File: config.mk
export PLATFORM = sky130hd
export DESIGN_NAME = uart_rx_frame_engine
export DESIGN_NICKNAME = d
export VERILOG_FILES = /design/src/rtl/uart_rx_frame_engine_pkg.sv /design/src/rtl/uart_rx_frame_engine_baud_tick.sv /design/src/rtl/uart_rx_frame_engine.sv
export SDC_FILE = /design/constraint.sdc
export NUM_CORES = 1
export LEC_CHECK = 0
export ABC_AREA = 1
export BUFFER_PORTS_ARGS = -buffer_cell sky130_fd_sc_hd__buf_2
export CORE_MARGIN = 3
export CORE_UTILIZATION = 46
export CTS_CLUSTER_DIAMETER = 80
export CTS_CLUSTER_SIZE = 16
export DETAILED_ROUTE_END_ITERATION = 10
export PLACE_DENSITY = 0.72
export RECOVER_POWER = 100
export SLEW_MARGIN = 20
export SYNTH_ARGS = -nofsm -noshare
export SYNTH_HDL_FRONTEND = slang
export SYNTH_HIERARCHICAL = 1
export SYNTH_SLANG_ARGS = --single-unit
File: constraint.sdc
create_clock -name clk -period 5.1 [get_ports clk]
set_input_delay 0.51 -clock clk [delete_from_list [all_inputs] [get_ports clk]]
set_output_delay 0.51 -clock clk [all_outputs]
set_load 0.02 [all_outputs]
File: src/rtl/uart_rx_frame_engine_pkg.sv
// Shared types for the UART receive path: frame configuration, parity
// select, receiver FSM states and the error flag layout used by RX IRQ logic.
package uart_rx_frame_engine_pkg;

   typedef enum logic [1:0] {
      NONE = 2'b00,
      EVEN = 2'b01,
      ODD  = 2'b10
   } Parity_t;

   typedef struct packed {
      logic [2:0] data_bits;   // data bits minus 5, already clamped to 0..4
      Parity_t    parity;
      logic       stop_bits;   // 0 = one stop bit, 1 = two
   } RxFrameCfg_t;

   typedef enum logic [2:0] {
      IDLE   = 3'd0,
      START  = 3'd1,
      DATA   = 3'd2,
      PARITY = 3'd3,
      STOP1  = 3'd4,
      STOP2  = 3'd5
   } RxState_t;

   typedef struct packed {
      logic overrun;
      logic framing;
      logic parity;
   } RXIrqFlags_t;

   localparam int RXERR_PARITY_IDX  = 0;
   localparam int RXERR_FRAMING_IDX = 1;
   localparam int RXERR_OVERRUN_IDX = 2;

   // Normalise raw register values: width codes above 4 mean 9 bits, parity code 3 means none.
   function automatic RxFrameCfg_t make_cfg(input logic [2:0] db, input logic [1:0] pm,
                                            input logic sb);
      RxFrameCfg_t c;
      c.data_bits = (db > 3'd4) ? 3'd4 : db;
      case (pm)
         2'b01:   c.parity = EVEN;
         2'b10:   c.parity = ODD;
         default: c.parity = NONE;
      endcase
      c.stop_bits = sb;
      return c;
   endfunction

endpackage

File: src/rtl/uart_rx_frame_engine_baud_tick.sv
// uart_baud_tick: oversample tick divider shared by the RX and TX engines.
// A one-cycle tick fires every div+1 enabled cycles; clear restarts the count.
module uart_baud_tick #(
   parameter int DIV_W = 16
) (
   input  logic             clk,
   input  logic             rst,
   input  logic             en,
   input  logic             clear,
   input  logic [DIV_W-1:0] div,
   output logic             tick
);

   logic [DIV_W-1:0] cnt_q, cnt_d;

   // Next count and tick; >= keeps the divider sane if div shrinks mid-count.
   always_comb begin
      cnt_d = cnt_q;
      tick  = 1'b0;
      if (clear) begin
         cnt_d = '0;
      end else if (en) begin
         if (cnt_q >= div) begin
            cnt_d = '0;
            tick  = 1'b1;
         end else begin
            cnt_d = cnt_q + 1'b1;
         end
      end
   end

   // Divider count register.
   always_ff @(posedge clk or posedge rst) begin
      if (rst) cnt_q <= '0;
      else     cnt_q <= cnt_d;
   end

endmodule

File: src/rtl/uart_rx_frame_engine.sv
// uart_rx_frame_engine: oversampling UART receiver with runtime frame format
// (5..9 data bits, none/even/odd parity, 1 or 2 stop bits), valid/ready output
// and parity/framing/overrun error pulses.
// Build option: UART_RX_MAJORITY_EN selects 2-of-3 majority sampling around
// each bit centre (one tick of extra latency); otherwise one sample at mid-bit.
// Handshake: rx_data is stable while rx_valid=1; a word transfers in any cycle
// with rx_valid && rx_ready, and rx_valid drops on the following edge unless a
// new word is delivered in that same cycle.
module uart_rx_frame_engine
   import uart_rx_frame_engine_pkg::*;
#(
   parameter int MAX_DATA_W = 9,
   parameter int OVERSAMPLE = 16,
   parameter int DIV_W      = 16
) (
   input  logic                  clk,
   input  logic                  rst,
   input  logic                  enable,
   input  logic [DIV_W-1:0]      baud_div,
   input  logic [2:0]            data_bits,
   input  logic [1:0]            parity_mode,
   input  logic                  stop_bits,
   input  logic                  rx,
   output logic [MAX_DATA_W-1:0] rx_data,
   output logic                  rx_valid,
   input  logic                  rx_ready,
   output logic                  err_parity,
   output logic                  err_framing,
   output logic                  err_overrun,
   output logic                  busy
);

   localparam int OS_W = $clog2(OVERSAMPLE);
   localparam logic [OS_W-1:0] BIT_LAST = OS_W'(OVERSAMPLE - 1);

   logic                  sync1_q, sync2_q, prev_q;
   RxState_t              state_q, state_d;
   RxFrameCfg_t           cfg_q, cfg_d;
   logic [OS_W-1:0]       os_q, os_d;
   logic [3:0]            idx_q, idx_d;
   logic [MAX_DATA_W-1:0] shift_q, shift_d, data_q, data_d;
   logic                  par_q, par_d, perr_q, perr_d, ferr_q, ferr_d;
   logic                  valid_q, valid_d;
   RXIrqFlags_t           err_q, err_d;
   logic [2:0]            err_vec;
   logic                  tick, start_det, bit_v, at_sample, deliver, frame_ferr;
   logic [OS_W-1:0]       sample_pt;

`ifdef UART_RX_MAJORITY_EN
   localparam logic [OS_W-1:0] START_LAST = OS_W'(OVERSAMPLE / 2);
   logic [1:0] hist_q;

   // Last two tick samples; with the current one they form the mid-1/mid/mid+1 vote.
   always_ff @(posedge clk or posedge rst) begin
      if (rst)       hist_q <= 2'b11;
      else if (tick) hist_q <= {hist_q[0], sync2_q};
   end

   assign bit_v = (hist_q[1] & hist_q[0]) | (hist_q[1] & sync2_q) | (hist_q[0] & sync2_q);
`else
   localparam logic [OS_W-1:0] START_LAST = OS_W'(OVERSAMPLE / 2 - 1);
   assign bit_v = sync2_q;
`endif

   assign start_det = enable && (state_q == IDLE) && prev_q && !sync2_q;
   assign sample_pt = (state_q == START) ? START_LAST : BIT_LAST;
   assign at_sample = tick && (os_q == sample_pt);

   uart_baud_tick #(.DIV_W(DIV_W)) u_tick (
      .clk   (clk),
      .rst   (rst),
      .en    (enable && (state_q != IDLE)),
      .clear (start_det),
      .div   (baud_div),
      .tick  (tick)
   );

   // Frame FSM, deserialiser, delivery and handshake next-state logic.
   always_comb begin
      state_d    = state_q;
      cfg_d      = cfg_q;
      os_d       = os_q;
      idx_d      = idx_q;
      shift_d    = shift_q;
      par_d      = par_q;
      perr_d     = perr_q;
      ferr_d     = ferr_q;
      data_d     = data_q;
      valid_d    = valid_q;
      err_d      = '0;
      deliver    = 1'b0;
      frame_ferr = 1'b0;
      if (valid_q && rx_ready) valid_d = 1'b0;
      if (tick) os_d = at_sample ? '0 : os_q + 1'b1;
      if (!enable) begin
         state_d = IDLE;
      end else begin
         case (state_q)
            IDLE: if (start_det) begin
               cfg_d   = make_cfg(data_bits, parity_mode, stop_bits);
               state_d = START;
               os_d    = '0;
               idx_d   = '0;
               shift_d = '0;
               par_d   = 1'b0;
               perr_d  = 1'b0;
               ferr_d  = 1'b0;
            end
            START: if (at_sample) state_d = bit_v ? IDLE : DATA;
            DATA: if (at_sample) begin
               for (int i = 0; i < MAX_DATA_W; i++)
                  if (idx_q == 4'(i)) shift_d[i] = bit_v;
               par_d = par_q ^ bit_v;
               idx_d = idx_q + 1'b1;
               if (idx_q == ({1'b0, cfg_q.data_bits} + 4'd4))
                  state_d = (cfg_q.parity == NONE) ? STOP1 : PARITY;
            end
            PARITY: if (at_sample) begin
               perr_d  = ((par_q ^ bit_v) != (cfg_q.parity == ODD));
               state_d = STOP1;
            end
            STOP1: if (at_sample) begin
               ferr_d = !bit_v;
               if (cfg_q.stop_bits) begin
                  state_d = STOP2;
               end else begin
                  state_d    = IDLE;
                  deliver    = 1'b1;
                  frame_ferr = !bit_v;
               end
            end
            STOP2: if (at_sample) begin
               state_d    = IDLE;
               deliver    = 1'b1;
               frame_ferr = ferr_q | !bit_v;
            end
            default: state_d = IDLE;
         endcase
      end
      // A word arriving while the previous one is still unaccepted is dropped.
      if (deliver) begin
         if (!valid_q || rx_ready) begin
            data_d        = shift_q;
            valid_d       = 1'b1;
            err_d.parity  = perr_q;
            err_d.framing = frame_ferr;
         end else begin
            err_d.overrun = 1'b1;
         end
      end
   end

   // Synchroniser, edge history and all engine state.
   always_ff @(posedge clk or posedge rst) begin
      if (rst) begin
         sync1_q <= 1'b1;
         sync2_q <= 1'b1;
         prev_q  <= 1'b1;
         state_q <= IDLE;
         cfg_q   <= '0;
         os_q    <= '0;
         idx_q   <= '0;
         shift_q <= '0;
         par_q   <= 1'b0;
         perr_q  <= 1'b0;
         ferr_q  <= 1'b0;
         data_q  <= '0;
         valid_q <= 1'b0;
         err_q   <= '0;
      end else begin
         sync1_q <= rx;
         sync2_q <= sync1_q;
         prev_q  <= sync2_q;
         state_q <= state_d;
         cfg_q   <= cfg_d;
         os_q    <= os_d;
         idx_q   <= idx_d;
         shift_q <= shift_d;
         par_q   <= par_d;
         perr_q  <= perr_d;
         ferr_q  <= ferr_d;
         data_q  <= data_d;
         valid_q <= valid_d;
         err_q   <= err_d;
      end
   end

   assign err_vec     = err_q;
   assign err_parity  = err_vec[RXERR_PARITY_IDX];
   assign err_framing = err_vec[RXERR_FRAMING_IDX];
   assign err_overrun = err_vec[RXERR_OVERRUN_IDX];
   assign rx_data     = data_q;
   assign rx_valid    = valid_q;
   assign busy        = (state_q != IDLE);

endmodule

==> results.md <==
* Status: complete, but fails checks
* Failing checks: max-capacitance violations, max-slew violations
* Post-DR vias/cell at 5.10
* FFs w/ async S/R, synth at 100%
* Max Slew Vio Count at 46
* Die ar. at 9520 µm²
* Synthesized Nets at 557
* Final ANT Viol Nets at 0
* Max VDD drop at 0.210 mV
* Crit path max fanout at 20
* Die Span Y at 97.6 µm
* Max-slew headroom at -12.3%
* Commonest cells in the netlist: nand2_1 (129), inv_1 (75), dfrtp_1 (58)
* Post-CTS Resized at 0
* Net Switching at 474 µW
* Final min period at 3.75 ns
* Sequential Power Share at 41.1%
* Hold Slack at 0.226 ns
* R2R Path Start: state_q[0]
* Post-route core utilization at 54.3%
* Vias at 3347
* Worst r2r dst: rx_data[7]
* Overflow left after global routing at 0
* Comb power frac at 22.8%
* TritonCTS clock tree: done
* Final setup violation count at 0
* Register bit total from synthesis at 61
* Share of the synthesized area in the top cell type at 37.6%
* Initial DRT Pass Iterations at 4
* DR iter-0 viols at 143
* Starting density of the core at 48.7%
* CP Class: reg -> reg
* Clock power share at 36.1%
* Post-Layout Inst Area at 4300 µm²
* Die W at 97.6 µm
* First-pass GRT wire length at 14.4 mm
* Post-synthesis adder-cell area fraction at 7.13%
* Vias in the first global route at 3243
* Inserted Clock Buffers at 9
* Setup slack, reg-to-reg at 1.35 ns
* Worst R2R Path Depth at 16
* H-tree lvl count at 3
* Worst EP required at 5.30 ns
* Share of cells above drive strength 1 at 13.2%
* # fillers at 756
* Dominant cells by area after synthesis: dfrtp_1 (38%), nand2_1 (13%), inv_1 (7.3%)
* Ys flop type: dfrtp_1
* Root Driver: clkbuf_8
* Cells after Synth at 508
* Clock insertion delay at the later pin of the skew report at 0.34 ns
* Post-Synth XOR/XNOR Area at 0.908%
* Cell type with the highest aggregate area in the netlist: dfrtp_1
* Dpl hpwl at 6.18 mm
* Critical path's largest stage delay at 0.53 ns
* Largest family of logic cells by synthesized area: simple AND/OR/NAND/NOR gates
* Post-DP Area at 4130 µm²
* Synth warnings at 6
* Synthesized area per cell at 7.60 µm²
* Crit start category: register
* Highest-delay cell along the critical path: dfrtp_1
* Leakage Power at 0.00212 µW
* Critical path arrival at 3.95 ns
* Fin crit share at 73.6%
* Count leader, synth: nand2_1
* All-Layer GR Usage at 18.3%
* Drt total wl at 8.15 mm
* Mux cell area share after synthesis at 0%
* Sink Count at 61
* Final hold violations at 0
* Final worst slack at 1.35 ns
* Post-synthesis sequential area ratio at 39.7%
* Synthesized area at 3860 µm²
* Core box area at 7930 µm²
* HP Class: in -> async
* Count of cell types in the netlist at 39
* Clock Skew at 0.00718 ns
* Area growth from synthesis to layout at 11.5%
* Clk pin slew, worst setup/hold paths at 0.07 ns
* Core Rows at 32
* Placer congestion estimate at 0.926
* # Post-CTS Setup Buffers at 0
* Post-route DRC violation count at 0
* I/O Buffers at 40
* Maximum clock frequency at 266 MHz
* Antenna Cells at 0
* Io pins at 41
* Setup Slack @ Placement at 1.52 ns
* Power density cells at 338 nW/µm²
* Hold buffer count at CTS at 0
* Clock Path Buffers at 2
* Post-synth EDFFs at 0
* Setup_tns at 0 ns
* Worst slew pin tran at 1.68 ns
* Cell Chain, Critical Path: nor2_1, nand2_1, inv_1, nand3_1, inv_1, nor2_1, buf_4, inv_1, a21oi_1, nand2_1, nor2_1, nand3_2, inv_2, nand3_1, nand2_1, o21ai_0
* CP endpoint kind: register
* Wire per inst at 12.4 µm
* Largest net degree at the start of global routing at 46
* Sw frac at 32.6%
* RSZ-0062 raised after global routing: no
* Max Cap Viol at 1
* NumNets Final at 598
* Antenna violations before repair at 0
* Fraction of the mapped netlist area in simple logic gates at 28.6%
* Post-synthesis compound-gate area fraction at 14.1%
* Internal Pwr Total at 980 µW
-- critical path: cells and delay by family (launching register included) --
kind                   cells  cell delay (ns)
buffers and inverters      5             0.80
AO/OA/AOI/OAI              2             0.48
AND/OR/NAND/NOR            9             1.79
flip-flops                 1             0.53
-- state kept, by name, summed over array words and instances, names as in the netlist, 3 cells and up --
name / flops
state_q: 3
shift_q: 9
os_q: 4
u_tick/cnt_q: 16
idx_q: 4
rx_data: 9
cfg_q: 6
-- cells by family (layout without fill, tap and decap cells) --
family                   count (synthesis)  in the layout
AND/OR/NAND/NOR                        248            248
buffers and inverters                   92            138
flip-flops                              61             61
AO/OA/AOI/OAI                           81             81
adder cells (fa/ha/maj)                 22             22
XOR/XNOR                                 4              4
-- routing by layer --
metal	global-route usage, %	vias to the layer above	wire length (µm)
li1	-	1719	-
met1	23.9	1546	3840
met2	29.5	73	3780
met3	5.38	9	427
met4	5.32	0	92
met5	0	-	0
-- worst max path at each step --
stage,startpoint,to,slack (ns),cells after the start
after detailed placement,baud_div[15],rx_data[5],1.52,14
final,state_q[0],rx_data[7],1.35,16
after global placement,baud_div[15],rx_data[5],1.67,14
after global routing,state_q[0],rx_data[7],0.73,15
after floorplan,baud_div[7],rx_data[0],2.66,18
after CTS,state_q[0],rx_data[5],1.57,16
-- cells in the final DEF, fill, tap and decap left out, types with 3 or more instances in the layout --
cell type and count:
nand4_1 9, inv_2 3, xor2_1 3, nor2_1 43, o21bai_1 4, nor2_2 4, nor3_1 5, inv_1 77
o21ai_1 6, a21oi_1 15, bufinv_16 3, o21bai_2 10, clkbuf_1 15, dfrtp_1 58, o22ai_1 3, nand2_1 130
buf_2 25, nand2_2 4, nand3_1 47, ha_1 22, clkbuf_8 9, o21ai_0 36
-- power by group through the flow --
| stage | combinational, µW | clock [µW] | sequential (µW) |
|---|---|---|---|
| floorplan | 281 | 0 | 582 |
| global placement | 331 | 0 | 605 |
| detailed placement | 341 | 0 | 607 |
| CTS | 344 | 539 | 598 |
| global route | 385 | 556 | 607 |
| finish | 331 | 525 | 598 |
-- through the flow --
| step | cells | power [µW] |
|---|---|---|
| floorplan | 508 | 864 |
| global placement | 640 | 936 |
| detailed placement | 640 | 948 |
| CTS | 656 | 1480 |
| global route | 656 | 1550 |
| finish | 656 | 1450 |
-- cell type report --
cell class | instances | area (µm²) | area share [%]
clock buffers | 9 | 124 | 2.88
clock inverters | 7 | 123 | 2.85
inverters | 81 | 304 | 7.07
multi-input cells | 355 | 1910 | 44.3
flip-flops and latches | 61 | 1530 | 35.6
well taps | 102 | 128 | 2.97
repair buffers | 41 | 189 | 4.39
(Power assumes the default switching activity.)
